$ cat config.mk
export PLATFORM = sky130hd
export DESIGN_NAME = tm1640_refresh_ctrl_flat
export DESIGN_NICKNAME = d
export VERILOG_FILES = /design/src/rtl/tm1640_refresh_ctrl_pkg.sv /design/src/rtl/tm1640_refresh_ctrl_if.sv /design/src/rtl/tm1640_refresh_ctrl_seg_encode.sv /design/src/rtl/tm1640_refresh_ctrl.sv /design/src/flat_wrapper.sv
export SDC_FILE = /design/constraint.sdc
export NUM_CORES = 1
export LEC_CHECK = 0
export ABC_AREA = 1
export CAP_MARGIN = 20
export CELL_PAD_IN_SITES_DETAIL_PLACEMENT = 2
export CELL_PAD_IN_SITES_GLOBAL_PLACEMENT = 2
export CORE_MARGIN = 2
export CORE_UTILIZATION = 26
export CTS_BUF_LIST = sky130_fd_sc_hd__clkbuf_8
export CTS_CLUSTER_SIZE = 10
export DETAILED_ROUTE_END_ITERATION = 10
export HOLD_SLACK_MARGIN = 0.15
export PLACE_DENSITY = 0.79
export SETUP_SLACK_MARGIN = 0.3
export SLEW_MARGIN = 20
export SYNTH_ARGS = -nofsm -noshare
export SYNTH_HDL_FRONTEND = slang
export SYNTH_SLANG_ARGS = --single-unit
$ cat constraint.sdc
create_clock -name clk -period 3.4 [get_ports clk]
set_input_delay 0.85 -clock clk [delete_from_list [all_inputs] [get_ports clk]]
set_output_delay 0.85 -clock clk [all_outputs]
set_load 0.005 [all_outputs]
$ cat src/rtl/tm1640_refresh_ctrl_pkg.sv
// tm1640_pkg
// Shared definitions for the TM1640 refresh controller.
// Contents:
//   CMD_DATA_AUTO / CMD_ADDR0 / CMD_CTRL : TM1640 command bytes
//   SEG_TABLE                            : hex digit -> gfedcba segment pattern
//   state_t                              : sequencer states
package tm1640_pkg;

   localparam logic [7:0] CMD_DATA_AUTO = 8'h40;
   localparam logic [7:0] CMD_ADDR0     = 8'hC0;
   localparam logic [7:0] CMD_CTRL      = 8'h80;

   // Index 0 is the rightmost entry, so the list reads F down to 0.
   localparam logic [15:0][6:0] SEG_TABLE = {
      7'h71, 7'h79, 7'h5E, 7'h39, 7'h7C, 7'h77, 7'h6F, 7'h7F,
      7'h07, 7'h7D, 7'h6D, 7'h66, 7'h4F, 7'h5B, 7'h06, 7'h3F
   };

   typedef enum logic [1:0] {
      IDLE,
      ISSUE,
      WAIT_ACK,
      WAIT_DONE
   } state_t;

endpackage

$ cat src/rtl/tm1640_refresh_ctrl_if.sv
// tm1640_refresh_ctrl_if
// Byte handshake between the refresh controller and the TM1640 serializer.
// Signals:
//   tm_latch : byte-valid strobe from the controller
//   tm_byte  : byte to shift out
//   tm_stop  : issue a stop condition after this byte
//   tm_busy  : serializer is shifting a byte
// Modports: master = controller side, slave = serializer side.
interface tm1640_refresh_ctrl_if;

   logic       tm_latch;
   logic [7:0] tm_byte;
   logic       tm_stop;
   logic       tm_busy;

   modport master (
      output tm_latch,
      output tm_byte,
      output tm_stop,
      input  tm_busy
   );

   modport slave (
      input  tm_latch,
      input  tm_byte,
      input  tm_stop,
      output tm_busy
   );

endinterface

$ cat src/rtl/tm1640_refresh_ctrl_seg_encode.sv
// tm1640_seg_encode
// Combinational hex-to-segment encoder for one digit.
// Ports:
//   hex   in  4  digit value
//   dp    in  1  decimal point
//   blank in  1  force the byte to 0x00 (decimal point suppressed too)
//   seg   out 8  {dp, gfedcba}
module tm1640_seg_encode
   import tm1640_pkg::*;
(
   input  logic [3:0] hex,
   input  logic       dp,
   input  logic       blank,
   output logic [7:0] seg
);

   always_comb begin
      seg = {dp, SEG_TABLE[hex]};
      if (blank) begin
         seg = 8'h00;
      end
   end

endmodule

$ cat src/rtl/tm1640_refresh_ctrl.sv
// tm1640_refresh_ctrl
// Turns a parallel display image into a complete TM1640 frame:
// data command, address 0, one segment byte per digit, display control.
// Frames start on request or periodically and are handed byte by byte to
// the serializer through the latch/busy handshake.
// Ports:
//   clk, rst    : clock, synchronous active-high reset
//   update      : request a frame (level-sampled, coalesced while busy)
//   digits      : 4 bits per digit, digit 0 in [3:0] and sent first
//   dp, blank   : per-digit decimal point / blanking
//   disp_on     : display enable
//   brightness  : pulse-width setting
//   ready       : idle with nothing pending
//   frame_done  : one-cycle pulse after the last byte completes
//   tm          : serializer handshake (master side)
module tm1640_refresh_ctrl
   import tm1640_pkg::*;
#(
   parameter int DIGITS      = 9,
   parameter int AUTO_PERIOD = 0
) (
   input  logic                  clk,
   input  logic                  rst,
   input  logic                  update,
   input  logic [4*DIGITS-1:0]   digits,
   input  logic [DIGITS-1:0]     dp,
   input  logic [DIGITS-1:0]     blank,
   input  logic                  disp_on,
   input  logic [2:0]            brightness,
   output logic                  ready,
   output logic                  frame_done,
   tm1640_refresh_ctrl_if.master tm
);

   localparam int             SW              = 5;
   localparam logic [SW-1:0]  LAST_STEP       = SW'(DIGITS + 2);
   localparam logic [SW-1:0]  LAST_DIGIT_STEP = SW'(DIGITS + 1);

   state_t                state;
   state_t                state_next;
   logic [SW-1:0]         s;
   logic [SW-1:0]         digit_idx;
   logic                  pending;
   logic                  start;
   logic                  auto_fire;
   logic                  step_done;
   logic                  last_done;

   logic [4*DIGITS-1:0]   snap_digits;
   logic [DIGITS-1:0]     snap_dp;
   logic [DIGITS-1:0]     snap_blank;
   logic                  snap_disp_on;
   logic [2:0]            snap_brightness;

   logic [3:0]            sel_hex;
   logic                  sel_dp;
   logic                  sel_blank;
   logic [7:0]            seg_byte;
   logic [7:0]            step_byte;
   logic                  step_stop;

   assign start     = (state == IDLE) && (update || pending || auto_fire);
   assign step_done = (state == WAIT_DONE) && !tm.tm_busy;
   assign last_done = step_done && (s == LAST_STEP);

   // Idle-time refresh counter. It is held at zero whenever a frame is in
   // flight, so the period is measured from the end of the previous frame.
   generate
      if (AUTO_PERIOD > 0) begin : g_auto
         localparam int CW = (AUTO_PERIOD > 1) ? $clog2(AUTO_PERIOD) : 1;
         logic [CW-1:0] auto_cnt;

         always_ff @(posedge clk) begin
            if (rst || state != IDLE || start) begin
               auto_cnt <= '0;
            end else begin
               auto_cnt <= auto_cnt + CW'(1);
            end
         end

         assign auto_fire = (state == IDLE) && (auto_cnt == CW'(AUTO_PERIOD - 1));
      end else begin : g_no_auto
         assign auto_fire = 1'b0;
      end
   endgenerate

   // State register plus the step counter, request flag and input snapshot.
   // The snapshot is taken on the start edge so input changes mid-frame
   // only show up in the next frame.
   always_ff @(posedge clk) begin
      if (rst) begin
         state           <= IDLE;
         s               <= '0;
         pending         <= 1'b0;
         frame_done      <= 1'b0;
         snap_digits     <= '0;
         snap_dp         <= '0;
         snap_blank      <= '0;
         snap_disp_on    <= 1'b0;
         snap_brightness <= '0;
      end else begin
         state      <= state_next;
         frame_done <= last_done;

         if (start) begin
            s               <= '0;
            snap_digits     <= digits;
            snap_dp         <= dp;
            snap_blank      <= blank;
            snap_disp_on    <= disp_on;
            snap_brightness <= brightness;
         end else if (step_done && !last_done) begin
            s <= s + SW'(1);
         end

         if (start) begin
            pending <= 1'b0;
         end else if (update && state != IDLE) begin
            pending <= 1'b1;
         end
      end
   end

   // Next-state logic. When the serializer is already free at the start
   // edge the ISSUE cycle is folded into the start transition, which gives
   // the one-cycle request-to-latch latency; otherwise ISSUE waits for
   // busy to drop before latching.
   always_comb begin
      state_next = state;
      case (state)
         IDLE: begin
            if (start) begin
               state_next = tm.tm_busy ? ISSUE : WAIT_ACK;
            end
         end
         ISSUE: begin
            if (!tm.tm_busy) begin
               state_next = WAIT_ACK;
            end
         end
         WAIT_ACK: begin
            if (tm.tm_busy) begin
               state_next = WAIT_DONE;
            end
         end
         WAIT_DONE: begin
            if (!tm.tm_busy) begin
               state_next = (s == LAST_STEP) ? IDLE : ISSUE;
            end
         end
         default: state_next = IDLE;
      endcase
   end

   // Pick the snapshot digit addressed by the current step so a single
   // encoder serves every position.
   always_comb begin
      digit_idx = s - SW'(2);
      sel_hex   = '0;
      sel_dp    = 1'b0;
      sel_blank = 1'b0;
      for (int i = 0; i < DIGITS; i++) begin
         if (digit_idx == SW'(i)) begin
            sel_hex   = snap_digits[4*i +: 4];
            sel_dp    = snap_dp[i];
            sel_blank = snap_blank[i];
         end
      end
   end

   tm1640_seg_encode u_seg (
      .hex   (sel_hex),
      .dp    (sel_dp),
      .blank (sel_blank),
      .seg   (seg_byte)
   );

   // Byte and stop flag for each step of the frame. The data command and
   // the final digit close their transfers with a stop; the address byte
   // runs straight into the digit data.
   always_comb begin
      step_byte = seg_byte;
      step_stop = (s == LAST_DIGIT_STEP);
      if (s == '0) begin
         step_byte = CMD_DATA_AUTO;
         step_stop = 1'b1;
      end else if (s == SW'(1)) begin
         step_byte = CMD_ADDR0;
         step_stop = 1'b0;
      end else if (s == LAST_STEP) begin
         step_byte = CMD_CTRL | {4'b0000, snap_disp_on, snap_brightness};
         step_stop = 1'b1;
      end
   end

   // Outputs are decoded from the state register. The byte and stop flag
   // are only presented while the latch is up, and the step counter cannot
   // move during WAIT_ACK, so they stay stable for the whole strobe.
   always_comb begin
      tm.tm_latch = (state == WAIT_ACK);
      tm.tm_byte  = (state == WAIT_ACK) ? step_byte : 8'h00;
      tm.tm_stop  = (state == WAIT_ACK) ? step_stop : 1'b0;
      ready       = (state == IDLE) && !pending && !update;
   end

endmodule

$ cat src/flat_wrapper.sv
// flat-port wrapper written by rule: the top's interface ports become plain ports
module tm1640_refresh_ctrl_flat import tm1640_pkg::*;
#(
   parameter int DIGITS      = 9,
   parameter int AUTO_PERIOD = 0
)
  (clk, rst, update, digits, dp, blank, disp_on, brightness, ready, frame_done, tm_tm_latch, tm_tm_byte, tm_tm_stop, tm_tm_busy);
  tm1640_refresh_ctrl_if tm_i ();
  input  logic clk;
  input  logic rst;
  input  logic update;
  input  logic [4*DIGITS-1:0] digits;
  input  logic [DIGITS-1:0] dp;
  input  logic [DIGITS-1:0] blank;
  input  logic disp_on;
  input  logic [2:0] brightness;
  output logic ready;
  output logic frame_done;
  output wire logic [$bits(tm_i.tm_latch)-1:0] tm_tm_latch;
  output wire logic [$bits(tm_i.tm_byte)-1:0] tm_tm_byte;
  output wire logic [$bits(tm_i.tm_stop)-1:0] tm_tm_stop;
  input wire logic [$bits(tm_i.tm_busy)-1:0] tm_tm_busy;
  assign tm_tm_latch = tm_i.tm_latch;
  assign tm_tm_byte = tm_i.tm_byte;
  assign tm_tm_stop = tm_i.tm_stop;
  assign tm_i.tm_busy = tm_tm_busy;
  tm1640_refresh_ctrl #(.DIGITS(DIGITS), .AUTO_PERIOD(AUTO_PERIOD)) u_core (.clk(clk), .rst(rst), .update(update), .digits(digits), .dp(dp), .blank(blank), .disp_on(disp_on), .brightness(brightness), .ready(ready), .frame_done(frame_done), .tm(tm_i));
endmodule
==> impl_metrics.env, run 1 <==
export IMPL_synth_area_leaders="dfxtp_1 36%, nor2_1 13%, nand2_1 10%, o21ai_0 8.8%, ha_1 5.3%"
export IMPL_postRouteAntennaNets=0
export IMPL_path_cells="inv_4 -> ha_4 -> inv_2 -> nand2_2 -> nand3_4 -> nor2_4 -> nand3_2 -> nand2_1 -> inv_1 -> nand2_1 -> nand2_1 -> nand3b_1 -> nand2_1 -> nand2_1 -> nand2_2 -> nand2_2 -> nand2_4 -> ha_4 -> nand3_2 -> nand2_1 -> inv_1 -> nand2_1 -> a21oi_2 -> buf_2"
export IMPL_coreArea_mm2=0.0140
export IMPL_rr_startpoint="u_core.state[1]"
export IMPL_p_clk_share_pct=24.6
export IMPL_fin_hold_ws_ps=459
export IMPL_die_h_um=124
export IMPL_yosysTopAreaCell="dfxtp_1"
export IMPL_ir_drop_mv=0.183
export IMPL_dpl_instance_area_mm2=0.00519
export IMPL_ys_seq_area_share_pct=35.7
export IMPL_hold_buffers=0
export IMPL_row_count=43
export IMPL_grt_pass1_vias=4950
export IMPL_cp_slowest_cell="dfxtp_4"
export IMPL_cts_buffer_depth=2
export IMPL_rsz0062_at_grt="yes"
export IMPL_min_delay_path_depth=2
export IMPL_skew_ps=21.2
export IMPL_swShare_pct=39.4
export IMPL_holdPathEnd="u_core.snap_digits[35]"
export IMPL_start_util_pct=26.9
export IMPL_wl_per_cell_um=21.6
export IMPL_max_freq_ghz=0.239
export IMPL_via_per_inst=5.07
export IMPL_synthCells=572
export IMPL_p_int_mw=1.57
export IMPL_routed_top_layer="met4"
export IMPL_synth_avg_cell_area_um2=6.57
export IMPL_powerDensity_mw_per_mm2=453
export IMPL_die_w_um=124
export IMPL_synth_most_common_cell="nor2_1"
export IMPL_crit_path_end_kind="output port"
export IMPL_drive_gt1_share_pct=28.7
export IMPL_min_from="u_core.snap_digits[35]"
export IMPL_gp_congestion=0.840
export IMPL_wirelength_met1_mm=7.79
export IMPL_area_delta_synth_final_pct=52.6
export IMPL_ys_warn_count=0
export IMPL_violations="negative setup slack"
export IMPL_reg2reg_setup_slack_ps=1040
export IMPL_drt_iter0_drc=189
export IMPL_wl_met2_mm=9.81
export IMPL_hpwlAfterDp_mm=11.0
export IMPL_clock_sinks=67
export IMPL_cts_root_buf="clkbuf_8"
export IMPL_p_leak_nw=2.65
export IMPL_drtPass1Iterations=4
export IMPL_crit_buf_inv=5
export IMPL_reg2reg_to="u_core.snap_brightness[1]"
export IMPL_cts_clk_slew_worst_paths_ps=80
export IMPL_synthTopCellsByCount="128 x nor2_1, 102 x nand2_1, 67 x dfxtp_1"
export IMPL_cp_start_kind="flip-flop"
export IMPL_dp_slack_ps=-556
export IMPL_cts_tree="built"
export IMPL_drv_cap=0
export IMPL_synth_top_area_share_pct=35.7
export IMPL_outcome="finished with violations"
export IMPL_clk_latency_ps=400
export IMPL_min_path_type="flip-flop to flip-flop"
export IMPL_cp_common_cell="nand2_1"
export IMPL_die_area_mm2=0.0154
export IMPL_synth_cell_type_count=37
export IMPL_grt_max_degree=58
export IMPL_numPortBuffers=73
export IMPL_nets=790
export IMPL_fin_area_mm2=0.00573
export IMPL_finalHoldViolations=0
export IMPL_vias=4545
export IMPL_synth_seq_cells=67
export IMPL_synth_edff_count=0
export IMPL_report_final_setup_viol=8
export IMPL_worstPathArrival_ps=3340
export IMPL_tightest_slew_ps=703
export IMPL_switching_power_mw=1.02
export IMPL_antenna_found_initial=0
export IMPL_fin_util_pct=41.0
export IMPL_criticalPathCategory="flip-flop to output port"
export IMPL_cpPeakStageDelay_ps=380
export IMPL_synth_main_ff_cell="dfxtp_1"
export IMPL_setup_ws_ps=-789
export IMPL_grt_pass1_wl_mm=26.0
export IMPL_synthArstFlopShare_pct=0
export IMPL_crit_family="simple AND/OR/NAND/NOR gates"
export IMPL_reg2regPathDepth=8
export IMPL_slew_limit_headroom_pct=52.9
export IMPL_syn_num_nets=650
export IMPL_drc=0
export IMPL_required_ps=2550
export IMPL_fill_cells=1628
export IMPL_io_pins=74
export IMPL_grt_usage_pct=22.6
export IMPL_htree_levels=3
export IMPL_combinationalPowerShare_pct=31.3
export IMPL_drv_slew=0
export IMPL_met3_length_um=863
export IMPL_power_frac_seq_pct=44.1
export IMPL_cts_inserted_buffers=9
export IMPL_post_route_period_util_pct=123
export IMPL_path_max_fanout=5
export IMPL_fin_tns_setup_ps=-5440
export IMPL_antenna_cells=0
export IMPL_syn_cell_area_mm2=0.00376
export IMPL_fin_crit_ps=4190
export IMPL_gr_total_overflow=0
export IMPL_wl_mm=19.4
==> per-stage QoR <==
| stage | cells | total power [mW] |
|---|---|---|
| after CTS | 894 | 2.53 |
| after global routing | 897 | 2.73 |
| after floorplan | 572 | 1.52 |
| after detailed placement | 870 | 1.91 |
| after global placement | 870 | 1.86 |
| final | 897 | 2.60 |
==> per-layer routing <==
layer	vias to the layer above	global-route usage, %
met5	-	0
met4	0	11.0
met3	63	3.98
met2	128	41.6
met1	2253	24.7
li1	2101	-
==> cell type report <==
type                    count  area [µm²]  area share, %
well taps                 180         225           3.93
multi-input cells         427        2440           42.6
repair buffers            150        1310           22.9
flip-flops and latches     67        1350           23.5
clock buffers              10         138           2.40
clock inverters             6        33.8          0.590
inverters                  57         234           4.08
==> layout by cell type, fill, tap and decap left out, types with 2 or more instances in the layout <==
| master | count |
|---|---|
| a21oi_1 | 8 |
| a21oi_2 | 5 |
| a21oi_4 | 2 |
| buf_2 | 8 |
| buf_4 | 68 |
| buf_6 | 8 |
| clkbuf_8 | 10 |
| clkdlybuf4s50_1 | 64 |
| clkinv_2 | 2 |
| dfxtp_1 | 64 |
| dfxtp_2 | 2 |
| ha_1 | 8 |
| ha_2 | 3 |
| ha_4 | 5 |
| inv_1 | 44 |
| inv_2 | 7 |
| inv_4 | 6 |
| nand2_1 | 80 |
| nand2_2 | 25 |
| nand2_4 | 14 |
| nand3_1 | 22 |
| nand3_2 | 12 |
| nand3_4 | 2 |
| nand3b_1 | 3 |
| nand4_1 | 3 |
| nor2_1 | 123 |
| nor2_2 | 5 |
| nor2_4 | 7 |
| nor3_1 | 6 |
| nor4_1 | 2 |
| o211ai_1 | 2 |
| o21ai_0 | 66 |
| o21ai_1 | 4 |
| o21ai_2 | 4 |
| or2_0 | 2 |
| or2_1 | 4 |
| or2_2 | 4 |
==> cells by family (layout without fill, tap and decap cells) <==
logic type / Yosys count / count (layout) / share of synthesized area (%)
compound gates: 94 / 94 / 13.4
simple gates: 316 / 317 / 37.2
buf+inv: 79 / 223 / 8.43
fa+ha+maj: 16 / 16 / 5.33
flops: 67 / 67 / 35.7
==> state kept, by name, indices dropped and copies added (netlist names) <==
| register | flops |
|---|---|
| u_core.snap_digits | 36 |
| u_core.snap_blank | 9 |
| u_core.pending | 1 |
| u_core.snap_disp_on | 1 |
| u_core.state | 2 |
| u_core.frame_done | 1 |
| u_core.snap_brightness | 3 |
| u_core.snap_dp | 9 |
| u_core.s | 5 |
==> tightest hold or removal path, cell delays in order (launching register included) <==
cell,delay (ps)
dfxtp_1,300
inv_1,60
a21oi_1,50
==> power by group through the flow <==
| stage | sequential [mW] | combinational (mW) | clock (mW) |
|---|---|---|---|
| 2_1_floorplan | 1.08 | 0.433 | 0 |
| 3_3_place_gp | 1.13 | 0.730 | 0 |
| 3_5_place_dp | 1.14 | 0.773 | 0 |
| 4_1_cts | 1.13 | 0.777 | 0.627 |
| 5_1_grt | 1.16 | 0.904 | 0.667 |
| 6_report | 1.15 | 0.812 | 0.637 |
==> worst max-delay path by stage <==
stage,end,slack [ps],depth (start not counted),from
5_1_grt,tm_tm_byte[6],-940,24,u_core.s[2]
2_1_floorplan,tm_tm_byte[1],210,21,u_core.s[1]
6_report,tm_tm_byte[1],-790,24,u_core.s[2]
3_5_place_dp,tm_tm_byte[3],-560,20,u_core.s[2]
4_1_cts,tm_tm_byte[6],-520,22,u_core.s[2]
3_3_place_gp,tm_tm_byte[3],-310,20,u_core.s[2]
==> repair_timing <==
item / in CTS / in global routing
resized for setup: 88 / 31
buffers inserted: 7 / 3
gates cloned: 1 / 0
pin swaps: 34 / 31
endpoints found under the setup margin: 9 / 8
Power figures use the tool's default switching activity.
==> run 2, diff against run 1 <==
--- a/config.mk
+++ b/config.mk
@@ -10,12 +10,12 @@
 export CELL_PAD_IN_SITES_DETAIL_PLACEMENT = 2
 export CELL_PAD_IN_SITES_GLOBAL_PLACEMENT = 2
 export CORE_MARGIN = 2
-export CORE_UTILIZATION = 26
+export CORE_UTILIZATION = 31
 export CTS_BUF_LIST = sky130_fd_sc_hd__clkbuf_8
 export CTS_CLUSTER_SIZE = 10
 export DETAILED_ROUTE_END_ITERATION = 10
 export HOLD_SLACK_MARGIN = 0.15
-export PLACE_DENSITY = 0.79
+export PLACE_DENSITY = 0.89
 export SETUP_SLACK_MARGIN = 0.3
 export SLEW_MARGIN = 20
 export SYNTH_ARGS = -nofsm -noshare
==> constraint.sdc (replaced) <==
create_clock -name clk -period 5.4 [get_ports clk]
set_input_delay 1.35 -clock clk [delete_from_list [all_inputs] [get_ports clk]]
set_output_delay 1.35 -clock clk [all_outputs]
set_load 0.005 [all_outputs]
==> run 2 against run 1 <==
Compared with the run above:
- the run now ends clean
- clock skew fell by 8.4 ps
- cell area fell by 12%
- non-clock buffer count fell by 61
- critical path depth fell by 2
- clock power fell by 27%
- wire length fell by 22%
- utilization rose by 1.3 points
- sequential power fell by 38%
- sequential cell count did not move
- die area fell by 16%
- global-route usage fell by 0.21 points
- first-iteration DRC count fell by 30%
==> impl_metrics.env, run 2 (synthesis results as in run 1) <==
export IMPL_rsz0062_at_grt="yes"
export IMPL_drc=0
export IMPL_power_mw=1.63
export IMPL_cts_clk_slew_worst_paths_ps=90
export IMPL_drv_cap=0
export IMPL_grt_pass1_wl_mm=22.7
export IMPL_grt_usage_pct=22.4
export IMPL_min_path_type="flip-flop to flip-flop"
export IMPL_post_route_period_util_pct=92.4
export IMPL_min_from="u_core.snap_digits[5]"
export IMPL_required_ps=4050
export IMPL_powerDensity_mw_per_mm2=325
export IMPL_routed_top_layer="met4"
export IMPL_criticalPathCategory="flip-flop to output port"
export IMPL_mostFrequentLayoutCells="125 x nor2_1, 98 x nand2_1, 70 x clkdlybuf4s50_1"
export IMPL_grt_pass1_vias=4485
export IMPL_layout_commonest_cell="nor2_1"
export IMPL_power_frac_seq_pct=43.8
export IMPL_gp_congestion=0.818
export IMPL_p_leak_nw=2.34
export IMPL_wl_met2_mm=8.13
export IMPL_cp_start_kind="flip-flop"
export IMPL_cts_inserted_buffers=9
export IMPL_fin_tns_setup_ps=0
export IMPL_row_count=40
export IMPL_path_max_fanout=9
export IMPL_path_cells="inv_4 -> ha_4 -> inv_1 -> nand2_2 -> nand3_4 -> nor2_2 -> nand2_2 -> buf_4 -> o21ai_2 -> inv_1 -> nand2_1 -> nand4_1 -> nand2_1 -> nand2_1 -> nand2_2 -> nand2_4 -> inv_2 -> nand2_1 -> nand2_1 -> nand2_1 -> a21boi_1 -> clkdlybuf4s50_1"
export IMPL_p_int_mw=1.03
export IMPL_vias=4122
export IMPL_setup_ws_ps=410
export IMPL_area_delta_synth_final_pct=34.0
export IMPL_top_register="u_core.snap_digits"
export IMPL_reg2reg_to="u_core.snap_brightness[0]"
export IMPL_wl_per_cell_um=19.0
export IMPL_finalHoldViolations=0
export IMPL_wirelength_met1_mm=6.30
export IMPL_cts_root_buf="clkbuf_8"
export IMPL_cp_common_cell="nand2_1"
export IMPL_fill_cells=1416
export IMPL_skew_ps=12.8
export IMPL_cpPeakStageDelay_ps=510
export IMPL_report_final_setup_viol=0
export IMPL_holdPathEnd="u_core.snap_digits[5]"
export IMPL_antenna_cells=0
export IMPL_antenna_found_initial=0
export IMPL_coreArea_mm2=0.0119
export IMPL_swShare_pct=36.9
export IMPL_clock_sinks=67
export IMPL_largest_registers="u_core.snap_digits: 36 flops, u_core.snap_blank: 9 flops, u_core.snap_dp: 9 flops"
export IMPL_fin_hold_ws_ps=488
export IMPL_worstPathArrival_ps=3640
export IMPL_cts_buffer_depth=2
export IMPL_hold_buffers=0
export IMPL_gr_total_overflow=0
export IMPL_drtPass1Iterations=4
export IMPL_reg2reg_setup_slack_ps=2790
export IMPL_drt_iter0_drc=132
export IMPL_slew_limit_headroom_pct=30.2
export IMPL_clk_latency_ps=390
export IMPL_largest_reg_flops=36
export IMPL_wl_mm=15.2
export IMPL_die_h_um=114
export IMPL_crit_path_end_kind="output port"
export IMPL_cts_tree="built"
export IMPL_rr_startpoint="u_core.state[0]"
export IMPL_met3_length_um=486
export IMPL_via_per_inst=5.14
export IMPL_drive_gt1_share_pct=14.4
export IMPL_io_pins=74
export IMPL_drv_slew=0
export IMPL_start_util_pct=31.5
export IMPL_htree_levels=3
export IMPL_fin_crit_ps=4990
export IMPL_die_area_mm2=0.0130
export IMPL_grt_max_degree=34
export IMPL_ir_drop_mv=0.131
export IMPL_hpwlAfterDp_mm=10.0
export IMPL_combinationalPowerShare_pct=27.5
export IMPL_nets=728
export IMPL_p_clk_share_pct=28.7
export IMPL_die_w_um=114
export IMPL_cp_slowest_cell="clkdlybuf4s50_1"
export IMPL_switching_power_mw=0.603
export IMPL_reg2regPathDepth=8
export IMPL_tightest_slew_ps=1050
export IMPL_stdcell_count=802
export IMPL_min_delay_path_depth=2
export IMPL_postRouteAntennaNets=0
export IMPL_max_freq_ghz=0.200
export IMPL_outcome="completed"
export IMPL_numPortBuffers=73
export IMPL_post_place_cells=774
export IMPL_dp_slack_ps=484
-- run 2: power by group through the flow --
stage          Combinational (mW)  Sequential (mW)  Clock, mW
2_1_floorplan               0.270            0.681          0
3_3_place_gp                0.405            0.713          0
3_5_place_dp                0.439            0.719          0
6_report                    0.450            0.716      0.468
4_1_cts                     0.450            0.711      0.468
5_1_grt                     0.508            0.728      0.496
-- run 2: how the worst max path moves through the flow --
stage	startpoint	end	cells past startpoint
2_1_floorplan	u_core.s[1]	tm_tm_byte[3]	18
3_3_place_gp	u_core.s[1]	tm_tm_byte[1]	19
3_5_place_dp	u_core.s[1]	tm_tm_byte[3]	22
4_1_cts	u_core.s[1]	tm_tm_byte[3]	20
5_1_grt	u_core.s[1]	tm_tm_byte[5]	22
6_report	u_core.s[1]	tm_tm_byte[5]	22
-- run 2: per-stage QoR --
step / cell area [µm²] / util (%)
floorplan: 3760 / -
global placement: 4600 / 38.6
detailed placement: 4600 / 38.6
CTS: 4900 / 41.1
global route: 5030 / 42.2
finish: 5030 / 42.2
-- run 2: worst max-delay path: cells and delay by family, from the launching register on --
family | cells | cell delay (ps)
buf+inv | 6 | 1070
compound gates | 2 | 180
simple gates | 13 | 1460
fa+ha+maj | 1 | 150
flops | 1 | 360
-- run 2: area by class of cell --
cell class,instances,area (µm²),share of cell area (%)
tap,147,184,3.65
inverter,57,219,4.35
sequential,67,1340,26.7
timing repair buffer,89,875,17.4
clock inverter,5,60.1,1.19
multi-input combinational,426,2200,43.7
clock buffer,11,151,3.01
-- run 2: per-layer routing --
metal  vias up  track usage (%)
li1       1976                -
met1      2029             25.1
met2        93             42.5
met3        24             3.65
met4         0             7.64
met5         -                0
-- run 2: what timing repair did --
item / in CTS / in global routing
pin swaps: 1 / 5
resized for setup: 16 / 19
setup buffers: 6 / 6
endpoints found under the setup margin: 7 / 7
==> run 3, diff against run 2 <==
--- a/config.mk
+++ b/config.mk
@@ -9,6 +9,7 @@
 export CAP_MARGIN = 20
 export CELL_PAD_IN_SITES_DETAIL_PLACEMENT = 2
 export CELL_PAD_IN_SITES_GLOBAL_PLACEMENT = 2
+export CORE_ASPECT_RATIO = 1.1
 export CORE_MARGIN = 2
 export CORE_UTILIZATION = 31
 export CTS_BUF_LIST = sky130_fd_sc_hd__clkbuf_8
@@ -17,7 +18,6 @@
 export HOLD_SLACK_MARGIN = 0.15
 export PLACE_DENSITY = 0.89
 export SETUP_SLACK_MARGIN = 0.3
-export SLEW_MARGIN = 20
 export SYNTH_ARGS = -nofsm -noshare
 export SYNTH_HDL_FRONTEND = slang
 export SYNTH_SLANG_ARGS = --single-unit
==> run 3 against run 2 <==
Compared with the run above:
- sequential cell count did not move
- cell count is 0.62% higher
- largest power group unchanged
- critical path type unchanged
- highest routed layer unchanged
- global-route usage about the same
- cell area shrank 1.3%
- die area about the same
- wire length grew 4.0%
==> impl_metrics.env, run 3 (synthesis results as in run 1) <==
export IMPL_antenna_cells=0
export IMPL_start_util_pct=31.5
export IMPL_cp_slowest_cell="clkdlybuf4s50_1"
export IMPL_hold_buffers=0
export IMPL_via_per_inst=5.15
export IMPL_area_delta_synth_final_pct=32.2
export IMPL_criticalPathCategory="flip-flop to output port"
export IMPL_tightest_slew_ps=726
export IMPL_drv_slew=0
export IMPL_cts_clk_slew_worst_paths_ps=80
export IMPL_setup_ws_ps=404
export IMPL_report_final_setup_viol=0
export IMPL_worstPathArrival_ps=3650
export IMPL_crit_path_end_kind="output port"
export IMPL_fin_crit_ps=5000
export IMPL_antenna_found_initial=0
export IMPL_drc=0
export IMPL_io_pins=74
export IMPL_wl_per_cell_um=19.6
export IMPL_cts_inserted_buffers=9
export IMPL_coreArea_mm2=0.0119
export IMPL_htree_levels=3
export IMPL_top_register="u_core.snap_digits"
export IMPL_outcome="completed"
export IMPL_drive_gt1_share_pct=13.3
export IMPL_vias=4155
export IMPL_gr_total_overflow=0
export IMPL_cts_tree="built"
export IMPL_cp_start_kind="flip-flop"
export IMPL_finalHoldViolations=0
export IMPL_fin_tns_setup_ps=0
export IMPL_numPortBuffers=73
export IMPL_cpPeakStageDelay_ps=520
export IMPL_gp_congestion=0.822
export IMPL_wl_mm=15.8
export IMPL_cts_buffer_depth=2
export IMPL_postRouteAntennaNets=0
export IMPL_p_leak_nw=2.29
export IMPL_row_count=42
export IMPL_path_cells="inv_4 -> ha_4 -> inv_1 -> nand2_2 -> nand3_4 -> nor2_4 -> nand2_4 -> nand2_1 -> nand3_1 -> nand2_1 -> nand2_1 -> nand2_1 -> nand2_1 -> nand2_1 -> nand2_1 -> nand2_4 -> inv_2 -> ha_1 -> nand2_1 -> nor2_1 -> nor2_1 -> nand2_1 -> a21oi_1 -> clkdlybuf4s50_1"
export IMPL_hpwlAfterDp_mm=9.95
export IMPL_max_freq_ghz=0.200
export IMPL_powerDensity_mw_per_mm2=319
export IMPL_drtPass1Iterations=4
export IMPL_skew_ps=6.47
export IMPL_ir_drop_mv=0.110
export IMPL_largest_reg_flops=36
export IMPL_largest_registers="u_core.snap_digits: 36 flops, u_core.snap_blank: 9 flops, u_core.snap_dp: 9 flops"
export IMPL_cts_root_buf="clkbuf_8"
export IMPL_die_area_mm2=0.0130
export IMPL_slew_limit_headroom_pct=51.5
export IMPL_die_w_um=109
export IMPL_clk_latency_ps=360
export IMPL_grt_pass1_wl_mm=22.5
export IMPL_nets=727
export IMPL_dp_slack_ps=491
export IMPL_rsz0062_at_grt="no"
export IMPL_min_path_type="flip-flop to flip-flop"
export IMPL_post_route_period_util_pct=92.5
export IMPL_grt_pass1_vias=4430
export IMPL_die_h_um=119
export IMPL_required_ps=4050
export IMPL_cp_common_cell="nand2_1"
export IMPL_layout_commonest_cell="nor2_1"
export IMPL_mostFrequentLayoutCells="126 x nor2_1, 98 x nand2_1, 71 x clkdlybuf4s50_1"
export IMPL_drv_cap=0
export IMPL_clock_sinks=67
export IMPL_grt_max_degree=58
export IMPL_path_max_fanout=6
export IMPL_drt_iter0_drc=129
export IMPL_grt_usage_pct=22.4
[run 3: repair_timing]
item                                    4_1_cts  5_1_grt
setup buffers                                 2       10
pin swaps                                     0        4
endpoints found under the setup margin        7        7
resized for setup                             7       20
[run 3: cell type report]
type / instances / area [µm²]
Fill cell: 1447 / 6960
Multi-Input combinational cell: 426 / 2180
Sequential cell: 67 / 1350
Timing Repair Buffer: 88 / 848
Inverter: 57 / 216
Tap cell: 154 / 193
Clock buffer: 12 / 165
Clock inverter: 3 / 13.8
[run 3: power by group]
group          internal [mW]  switching [mW]  total (mW)
sequential             0.627          0.0952       0.722
combinational          0.160           0.293       0.453
clock                  0.199           0.208       0.407
total                  0.986           0.596        1.58
[run 3: worst max-delay path, delay by kind of cell, from the launching register on]
kind	cells	cell delay, ps
AO/OA/AOI/OAI	1	140
flip-flops	1	370
adder cells (fa/ha/maj)	2	380
buffers and inverters	4	740
AND/OR/NAND/NOR	17	1620
[run 3: through the flow]
stage	total power [mW]	cells	hold WS [ps]	util, %	cell area (µm²)
floorplan	0.951	572	430	-	3760
global placement	1.12	780	443	38.6	4600
detailed placement	1.17	780	466	38.6	4600
CTS	1.57	797	478	40.4	4820
global route	1.68	807	518	41.6	4960
finish	1.58	807	476	41.6	4960
[run 3: path summary, 6_finish.rpt]
| kind | from | end | slack [ps] | depth (start not counted) |
|---|---|---|---|---|
| setup / recovery | u_core.s[1] | tm_tm_byte[6] | 400 | 24 |
| hold / removal | u_core.snap_digits[5] | u_core.snap_digits[5] | 480 | 2 |
| setup reg to reg | u_core.state[1] | u_core.snap_blank[7] | 2960 | 8 |
| hold reg to reg | u_core.snap_digits[5] | u_core.snap_digits[5] | 480 | 2 |
[run 3: routing by layer]
metal	vias up	track usage [%]	part of all wire, %
li1	1960	-	-
met1	2048	25.4	39
met3	51	2.96	3.3
met5	-	0	0
met4	0	10.1	4.4
met2	96	40.8	54
